**config.mk**
```make
export PLATFORM = sky130hd
export DESIGN_NAME = corr_peak_detect
export DESIGN_NICKNAME = d
export VERILOG_FILES = /design/src/rtl/corr_peak_detect.sv
export SDC_FILE = /design/constraint.sdc
export NUM_CORES = 1
export LEC_CHECK = 0
export CORE_AREA = 4 4 111 113
export DETAILED_ROUTE_END_ITERATION = 6
export DIE_AREA = 0 0 115 117
export GPL_TIMING_DRIVEN = 0
export HOLD_SLACK_MARGIN = 0.1
export PLACE_DENSITY = 0.76
export REMOVE_ABC_BUFFERS = 1
export SYNTH_ARGS = -nofsm -noshare
export SYNTH_HDL_FRONTEND = slang
export SYNTH_SLANG_ARGS = --single-unit
export TNS_END_PERCENT = 100
```
**constraint.sdc**
```tcl
create_clock -name clk -period 2.6 [get_ports clk]
set_input_delay 0.26 -clock clk [delete_from_list [all_inputs] [get_ports clk]]
set_output_delay 0.26 -clock clk [all_outputs]
set_load 0.02 [all_outputs]
```
**src/rtl/corr_peak_detect.sv**
```systemverilog
// -----------------------------------------------------------------------------
// corr_peak_detect
//
// Peak detector for a Schmidl-Cox timing metric. A metric at or above THRESH
// opens a search window of WIN_LEN accepted samples. The window includes the
// trigger sample. The largest metric in the window is kept, and the earliest
// sample wins a tie. When the window closes, o_sync pulses for one cycle.
// At the same edge, o_peak_val and o_peak_offset are loaded. The offset counts
// the accepted samples that followed the peak. HOLDOFF accepted samples are
// then ignored before the next trigger can occur.
//
// Ports
//   clk           : single rising-edge clock
//   reset_n       : synchronous active-low reset
//   i_enable      : global enable; when low, all state is frozen and o_sync is 0
//   i_corr        : unsigned 8-bit timing metric
//   i_corr_valid  : qualifies i_corr
//   o_sync        : one-cycle pulse at the end of a search window
//   o_peak_val    : maximum metric of the last completed window
//   o_peak_offset : accepted samples after the peak up to the window end
//   o_busy        : high while searching or in hold-off
//   o_sync_cnt    : number of syncs issued, modulo 256
// -----------------------------------------------------------------------------
module corr_peak_detect #(
    parameter logic [7:0] THRESH    = 8'd64,
    parameter int         WIN_LEN   = 128,
    parameter int         HOLDOFF   = 256,
    parameter int         CTR_WIDTH = 16
) (
    input  logic                 clk,
    input  logic                 reset_n,
    input  logic                 i_enable,
    input  logic [7:0]           i_corr,
    input  logic                 i_corr_valid,
    output logic                 o_sync,
    output logic [7:0]           o_peak_val,
    output logic [CTR_WIDTH-1:0] o_peak_offset,
    output logic                 o_busy,
    output logic [7:0]           o_sync_cnt
);

    localparam logic [1:0] ST_IDLE    = 2'd0;
    localparam logic [1:0] ST_SEARCH  = 2'd1;
    localparam logic [1:0] ST_HOLDOFF = 2'd2;

    localparam logic [CTR_WIDTH-1:0] ZERO_C    = {CTR_WIDTH{1'b0}};
    localparam logic [CTR_WIDTH-1:0] ONE_C     = {{(CTR_WIDTH-1){1'b0}}, 1'b1};
    localparam logic [CTR_WIDTH-1:0] WIN_LEN_C = CTR_WIDTH'(WIN_LEN);
    localparam logic [CTR_WIDTH-1:0] HOLD_C    = CTR_WIDTH'(HOLDOFF);

    logic [1:0]           state_q,  state_d;
    logic [7:0]           peak_q,   peak_d;
    logic [CTR_WIDTH-1:0] since_q,  since_d;
    logic [CTR_WIDTH-1:0] win_q,    win_d;
    logic [CTR_WIDTH-1:0] hold_q,   hold_d;
    logic                 sync_q,   sync_d;
    logic [7:0]           pval_q,   pval_d;
    logic [CTR_WIDTH-1:0] poff_q,   poff_d;
    logic                 busy_q,   busy_d;
    logic [7:0]           cnt_q,    cnt_d;

    logic accept_s;
    logic in_window_s;

    assign accept_s = i_enable & i_corr_valid;

    // Next-state logic: window tracking, peak compare and sync generation.
    always_comb begin
        state_d     = state_q;
        peak_d      = peak_q;
        since_d     = since_q;
        win_d       = win_q;
        hold_d      = hold_q;
        sync_d      = 1'b0;
        pval_d      = pval_q;
        poff_d      = poff_q;
        cnt_d       = cnt_q;
        in_window_s = 1'b0;

        if (accept_s) begin
            case (state_q)
                ST_IDLE: begin
                    if (i_corr >= THRESH) begin
                        in_window_s = 1'b1;
                        peak_d      = i_corr;
                        since_d     = ZERO_C;
                        win_d       = ONE_C;
                    end else begin
                        in_window_s = 1'b0;
                    end
                end
                ST_SEARCH: begin
                    in_window_s = 1'b1;
                    win_d       = win_q + ONE_C;
                    // A strict compare keeps the earliest peak on a tie.
                    if (i_corr > peak_q) begin
                        peak_d  = i_corr;
                        since_d = ZERO_C;
                    end else begin
                        since_d = since_q + ONE_C;
                    end
                end
                ST_HOLDOFF: begin
                    hold_d = hold_q + ONE_C;
                    // The sample that ends hold-off is consumed here. It is never
                    // compared against THRESH, so it cannot trigger.
                    if (hold_d == HOLD_C) begin
                        state_d = ST_IDLE;
                    end else begin
                        state_d = ST_HOLDOFF;
                    end
                end
                default: begin
                    state_d = ST_IDLE;
                end
            endcase

            // The window can close on its trigger sample when WIN_LEN is 1.
            // Both the IDLE and SEARCH paths therefore share this check.
            if (in_window_s) begin
                if (win_d == WIN_LEN_C) begin
                    sync_d  = 1'b1;
                    pval_d  = peak_d;
                    poff_d  = since_d;
                    cnt_d   = cnt_q + 8'd1;
                    hold_d  = ZERO_C;
                    state_d = (HOLD_C == ZERO_C) ? ST_IDLE : ST_HOLDOFF;
                end else begin
                    state_d = ST_SEARCH;
                end
            end else begin
                in_window_s = 1'b0;
            end
        end else begin
            sync_d = 1'b0;
        end

        busy_d = (state_d != ST_IDLE);
    end

    // State and output registers with synchronous active-low reset.
    always_ff @(posedge clk) begin
        if (!reset_n) begin
            state_q <= ST_IDLE;
            peak_q  <= 8'd0;
            since_q <= ZERO_C;
            win_q   <= ZERO_C;
            hold_q  <= ZERO_C;
            sync_q  <= 1'b0;
            pval_q  <= 8'd0;
            poff_q  <= ZERO_C;
            busy_q  <= 1'b0;
            cnt_q   <= 8'd0;
        end else begin
            state_q <= state_d;
            peak_q  <= peak_d;
            since_q <= since_d;
            win_q   <= win_d;
            hold_q  <= hold_d;
            sync_q  <= sync_d;
            pval_q  <= pval_d;
            poff_q  <= poff_d;
            busy_q  <= busy_d;
            cnt_q   <= cnt_d;
        end
    end

    assign o_sync        = sync_q;
    assign o_peak_val    = pval_q;
    assign o_peak_offset = poff_q;
    assign o_busy        = busy_q;
    assign o_sync_cnt    = cnt_q;

endmodule

```
==> impl_results.html <==
<table>
<tr><th>Metric</th><th>Value</th></tr>
<tr><th colspan="2">Routing</th></tr>
<tr><td>Starting DRC count in detailed routing</td><td>331</td></tr>
<tr><td>Average wire per standard cell</td><td>15.78 um</td></tr>
<tr><td>Remaining routing DRC violations</td><td>0</td></tr>
<tr><td>Routed wire length</td><td>13,330 um</td></tr>
<tr><td>Pre-antenna DRT Iters</td><td>5</td></tr>
<tr><td>Post-DRT Antenna Nets</td><td>0</td></tr>
<tr><td>Total number of vias</td><td>4,931</td></tr>
<tr><td>Vias per cell</td><td>5.836</td></tr>
<tr><th colspan="2">Setup path</th></tr>
<tr><td>Category of cells accounting for the largest share of critical-path delay</td><td>simple AND/OR/NAND/NOR gates</td></tr>
<tr><td>Critical-path cell list</td><td>nor2b_4, buf_4, and4_1, o211ai_1, nor3_2, nand3_1, nor3_4, buf_8, buf_12, mux2i_1, nor2_1</td></tr>
<tr><td>CP max stage cell</td><td>dfxtp_4</td></tr>
<tr><td>Startpoint of the worst-slack reg-to-reg timing path</td><td>state_q[0]</td></tr>
<tr><td>Startpoint kind of the worst setup timing path</td><td>register</td></tr>
<tr><td>R2R Setup Slk</td><td>-0.05 ns</td></tr>
<tr><td>Arrival time at the worst endpoint</td><td>2.86 ns</td></tr>
<tr><td>Count of buffering cells on the critical path with inverters included</td><td>3</td></tr>
<tr><td>Worst setup path startpoint</td><td>state_q[0]</td></tr>
<tr><td>Kind of end point of the critical path</td><td>register</td></tr>
<tr><td>Max FO, Critical Path</td><td>20</td></tr>
<tr><td>Max stage delay on crit path</td><td>0.38 ns</td></tr>
<tr><td>Data required, critical path</td><td>2.82 ns</td></tr>
<tr><td>Setup CP Type</td><td>reg -&gt; reg</td></tr>
<tr><th colspan="2">Timing</th></tr>
<tr><td>Unrepaired setup endpoints after global routing</td><td>true</td></tr>
<tr><td>Setup tns final</td><td>-0.2223 ns</td></tr>
<tr><td>Shortest period the worst path allows</td><td>2.648 ns</td></tr>
<tr><td>Highest attainable clock frequency</td><td>377.7 MHz</td></tr>
<tr><td>Final setup fails</td><td>11</td></tr>
<tr><td>Headroom to the max-slew limit</td><td>54.39%</td></tr>
<tr><td>Final Hold Viols</td><td>0</td></tr>
<tr><td>Share of the clock period used by the worst path after layout</td><td>101.8%</td></tr>
<tr><td>Final worst setup slack</td><td>-0.04791 ns</td></tr>
<tr><td>Worst-margin pin slew</td><td>0.6841 ns</td></tr>
<tr><td>Slew Viols, Final</td><td>0</td></tr>
<tr><td>Largest clock skew in the final design</td><td>0.01165 ns</td></tr>
<tr><th colspan="2">Synthesis</th></tr>
<tr><td>Post-synth top flop</td><td>dfxtp_1</td></tr>
<tr><td>Cell count after synthesis</td><td>640</td></tr>
<tr><td>Netlist Area Pre-Place</td><td>0.005027 mm2</td></tr>
<tr><td>Leading area contributor after synthesis</td><td>dfxtp_1</td></tr>
<tr><td>Number of synthesized register bits</td><td>92</td></tr>
<tr><td>Share of Yosys cell area claimed by the top area cell type</td><td>36.64%</td></tr>
<tr><td>Mean area per synthesized cell</td><td>7.855 um2</td></tr>
<tr><td>Commonest cells in the netlist</td><td>dfxtp_1, nor2_1, a21oi_1</td></tr>
<tr><td>Ys Warns</td><td>0</td></tr>
<tr><td>Sequential element share of the synthesized area</td><td>36.64%</td></tr>
<tr><td>Number of distinct standard cells referenced by the synthesized netlist</td><td>55</td></tr>
<tr><td>Share of async-settable or async-resettable flops after synthesis</td><td>0%</td></tr>
<tr><td>Cells taking the most area after synthesis</td><td>dfxtp_1, a21oi_1, nor2_1</td></tr>
<tr><td>EDFF count, synth</td><td>0</td></tr>
<tr><td>Top-count cell post-synth</td><td>dfxtp_1</td></tr>
<tr><th colspan="2">Floorplan</th></tr>
<tr><td># rows</td><td>39</td></tr>
<tr><td>Overall die width</td><td>115 um</td></tr>
<tr><td>Chip height</td><td>117 um</td></tr>
<tr><td>Count of boundary I/O pins</td><td>46</td></tr>
<tr><td>Die ar.</td><td>0.01346 mm2</td></tr>
<tr><td>Floorplan core area</td><td>0.01132 mm2</td></tr>
<tr><td>Initial core utilization</td><td>44.41%</td></tr>
<tr><th colspan="2">CTS</th></tr>
<tr><td>CTS tree</td><td>yes</td></tr>
<tr><td>Maximum clock insertion buffer count</td><td>2</td></tr>
<tr><td>Root buf cell</td><td>clkbuf_16</td></tr>
<tr><td>Insertion delay to the later sink of the worst-skew pair</td><td>0.35 ns</td></tr>
<tr><td>Number of buffers created by CTS</td><td>9</td></tr>
<tr><td>Clock tree sinks</td><td>92</td></tr>
<tr><td>Clock transition at the registers of the reported paths</td><td>0.07 ns</td></tr>
<tr><td>Htree depth</td><td>3</td></tr>
<tr><td>CTS Hold Bufs</td><td>0</td></tr>
<tr><th colspan="2">Run status</th></tr>
<tr><td>Failing checks</td><td>setup timing</td></tr>
<tr><td>Result of the run</td><td>finished, violations left</td></tr>
<tr><th colspan="2">Hold path</th></tr>
<tr><td>Launch point of the worst hold path</td><td>o_peak_offset[8]</td></tr>
<tr><td>Kind of path behind the tightest hold check</td><td>reg -&gt; reg</td></tr>
<tr><th colspan="2">Cells and area</th></tr>
<tr><td>Multi-input logic area</td><td>0.003248 mm2</td></tr>
<tr><td>Layout Area Growth over Synthesis</td><td>28.27%</td></tr>
<tr><td>Share of layout cells above drive strength 1</td><td>18.09%</td></tr>
<tr><td>Filler Cell Count</td><td>974</td></tr>
<tr><td>Area of all placed cells without fillers</td><td>0.006449 mm2</td></tr>
<tr><td>Number of nets in the layout</td><td>722</td></tr>
<tr><td>Footprint of the flip-flops and latches</td><td>0.001882 mm2</td></tr>
<tr><td>Diodes inserted</td><td>0</td></tr>
<tr><th colspan="2">Power</th></tr>
<tr><td>Leakage power</td><td>2.305 nW</td></tr>
<tr><td>Total power density per cell area</td><td>464.1 mW/mm2</td></tr>
<tr><td>Worst-case vdd ir drop</td><td>0.0002780 V</td></tr>
<tr><th colspan="2">GRT</th></tr>
<tr><td>Antenna violations before repair</td><td>0</td></tr>
<tr><td>Largest net degree at the start of global routing</td><td>53</td></tr>
<tr><td>All-layer global routing usage</td><td>19.19%</td></tr>
<tr><td>Remaining Overflow, GRT</td><td>0</td></tr>
<tr><td>Global-route wire length before repair</td><td>21,250 um</td></tr>
<tr><td>Via count of the first global-routing pass</td><td>4,603</td></tr>
<tr><th colspan="2">Place</th></tr>
<tr><td>Placed wire-length estimate after detailed placement</td><td>8128 um</td></tr>
<tr><td>Port Buffers</td><td>45</td></tr>
<tr><td>Placer Congestion</td><td>0.8734</td></tr>
<tr><td>Post-detailed-placement cell area</td><td>0.005538 mm2</td></tr>
<tr><th colspan="2">Flow run</th></tr>
<tr><td>Max-cap check violation count</td><td>0</td></tr>
</table>
[metal layers]
metal | GRT usage, % | vias up | wire (um)
met1 | 23.24 | 2341 | 5592
li1 | - | 2411 | -
met2 | 33.33 | 157 | 6719
met5 | 0 | - | 0
met4 | 7.981 | 0 | 247
met3 | 3.805 | 22 | 773
[worst reg2reg max path: cells and delay by family (launching register included)]
kind	cells	cell delay (ns)
compound gates	1	0.17
buf+inv	3	0.45
flops	1	0.38
mux	1	0.19
simple gates	6	1.33
[final timing paths]
check                          end  cells past startpoint
setup / recovery  o_peak_offset[7]                     11
hold reg to reg   o_peak_offset[8]                      2
hold / removal    o_peak_offset[8]                      2
setup reg to reg  o_peak_offset[7]                     11
[placed cells by master, fill, tap and decap left out, drive strengths merged, types with 11 or more instances in the layout]
cell type / n
a21oi: 64
a31oi: 12
and2: 13
and3: 17
buf: 33
clkbuf: 11
clkdlybuf4s50: 42
dfxtp: 92
ha: 13
inv: 17
mux2i: 16
nand2: 55
nand2b: 15
nand3: 24
nand4: 16
nor2: 81
nor3: 20
o21ai: 52
xor2: 16
[state kept, by name, summed over array words and instances (netlist names)]
signal,cells
hold_q,16
o_peak_offset,16
since_q,16
win_q,16
o_peak_val,8
o_sync_cnt,8
peak_q,8
state_q,2
o_busy,1
o_sync,1
[metrics by stage]
| stage | instances | worst slack (ns) | power [mW] | hold slack, ns | util (%) |
|---|---|---|---|---|---|
| 4_1_cts | 823 | -0.001287 | 2.992 | 0.4688 | 53.42 |
| 5_1_grt | 845 | -0.1529 | 3.103 | 0.4924 | 56.96 |
| 3_5_place_dp | 797 | -1.743 | 1.684 | 0.4573 | 48.92 |
| 6_report | 845 | -0.04791 | 2.993 | 0.4672 | 56.96 |
| 3_3_place_gp | 795 | -3.338 | 1.678 | 0.4568 | 48.59 |
| 2_1_floorplan | 607 | -1.344 | 1.604 | 0.3777 | - |
[logic make-up after synthesis]
kind of cell | Yosys count | share of synthesized area, %
and+or+nand+nor | 281 | 28.82
AOI/OAI and AO/OA | 164 | 19.36
buffers and inverters | 48 | 4.231
muxes | 16 | 3.186
xor gates and xnor gates | 26 | 4.529
DFF | 92 | 36.64
adders and majority gates | 13 | 3.236
[power breakdown]
part / switching (mW) / internal, mW
logic: 0.171 / 0.0974
clock network: 0.621 / 0.674
registers: 0.0146 / 1.42
[cell type report]
cell class | count | area share [%]
multi-input combinational | 500 | 50.37
sequential | 92 | 29.18
clock buffer | 9 | 3.492
inverter | 15 | 0.9507
timing repair buffer | 79 | 12.15
clock inverter | 7 | 1.087
tap | 143 | 2.775
[what timing repair did]
action | in CTS | in global routing
pin swaps | 6 | 19
resized for setup | 44 | 52
cloned | 0 | 2
endpoints found under the hold margin | 0 | 0
buffers inserted | 10 | 20
setup endpoints to repair | 87 | 67
(Power assumes the default switching activity.)
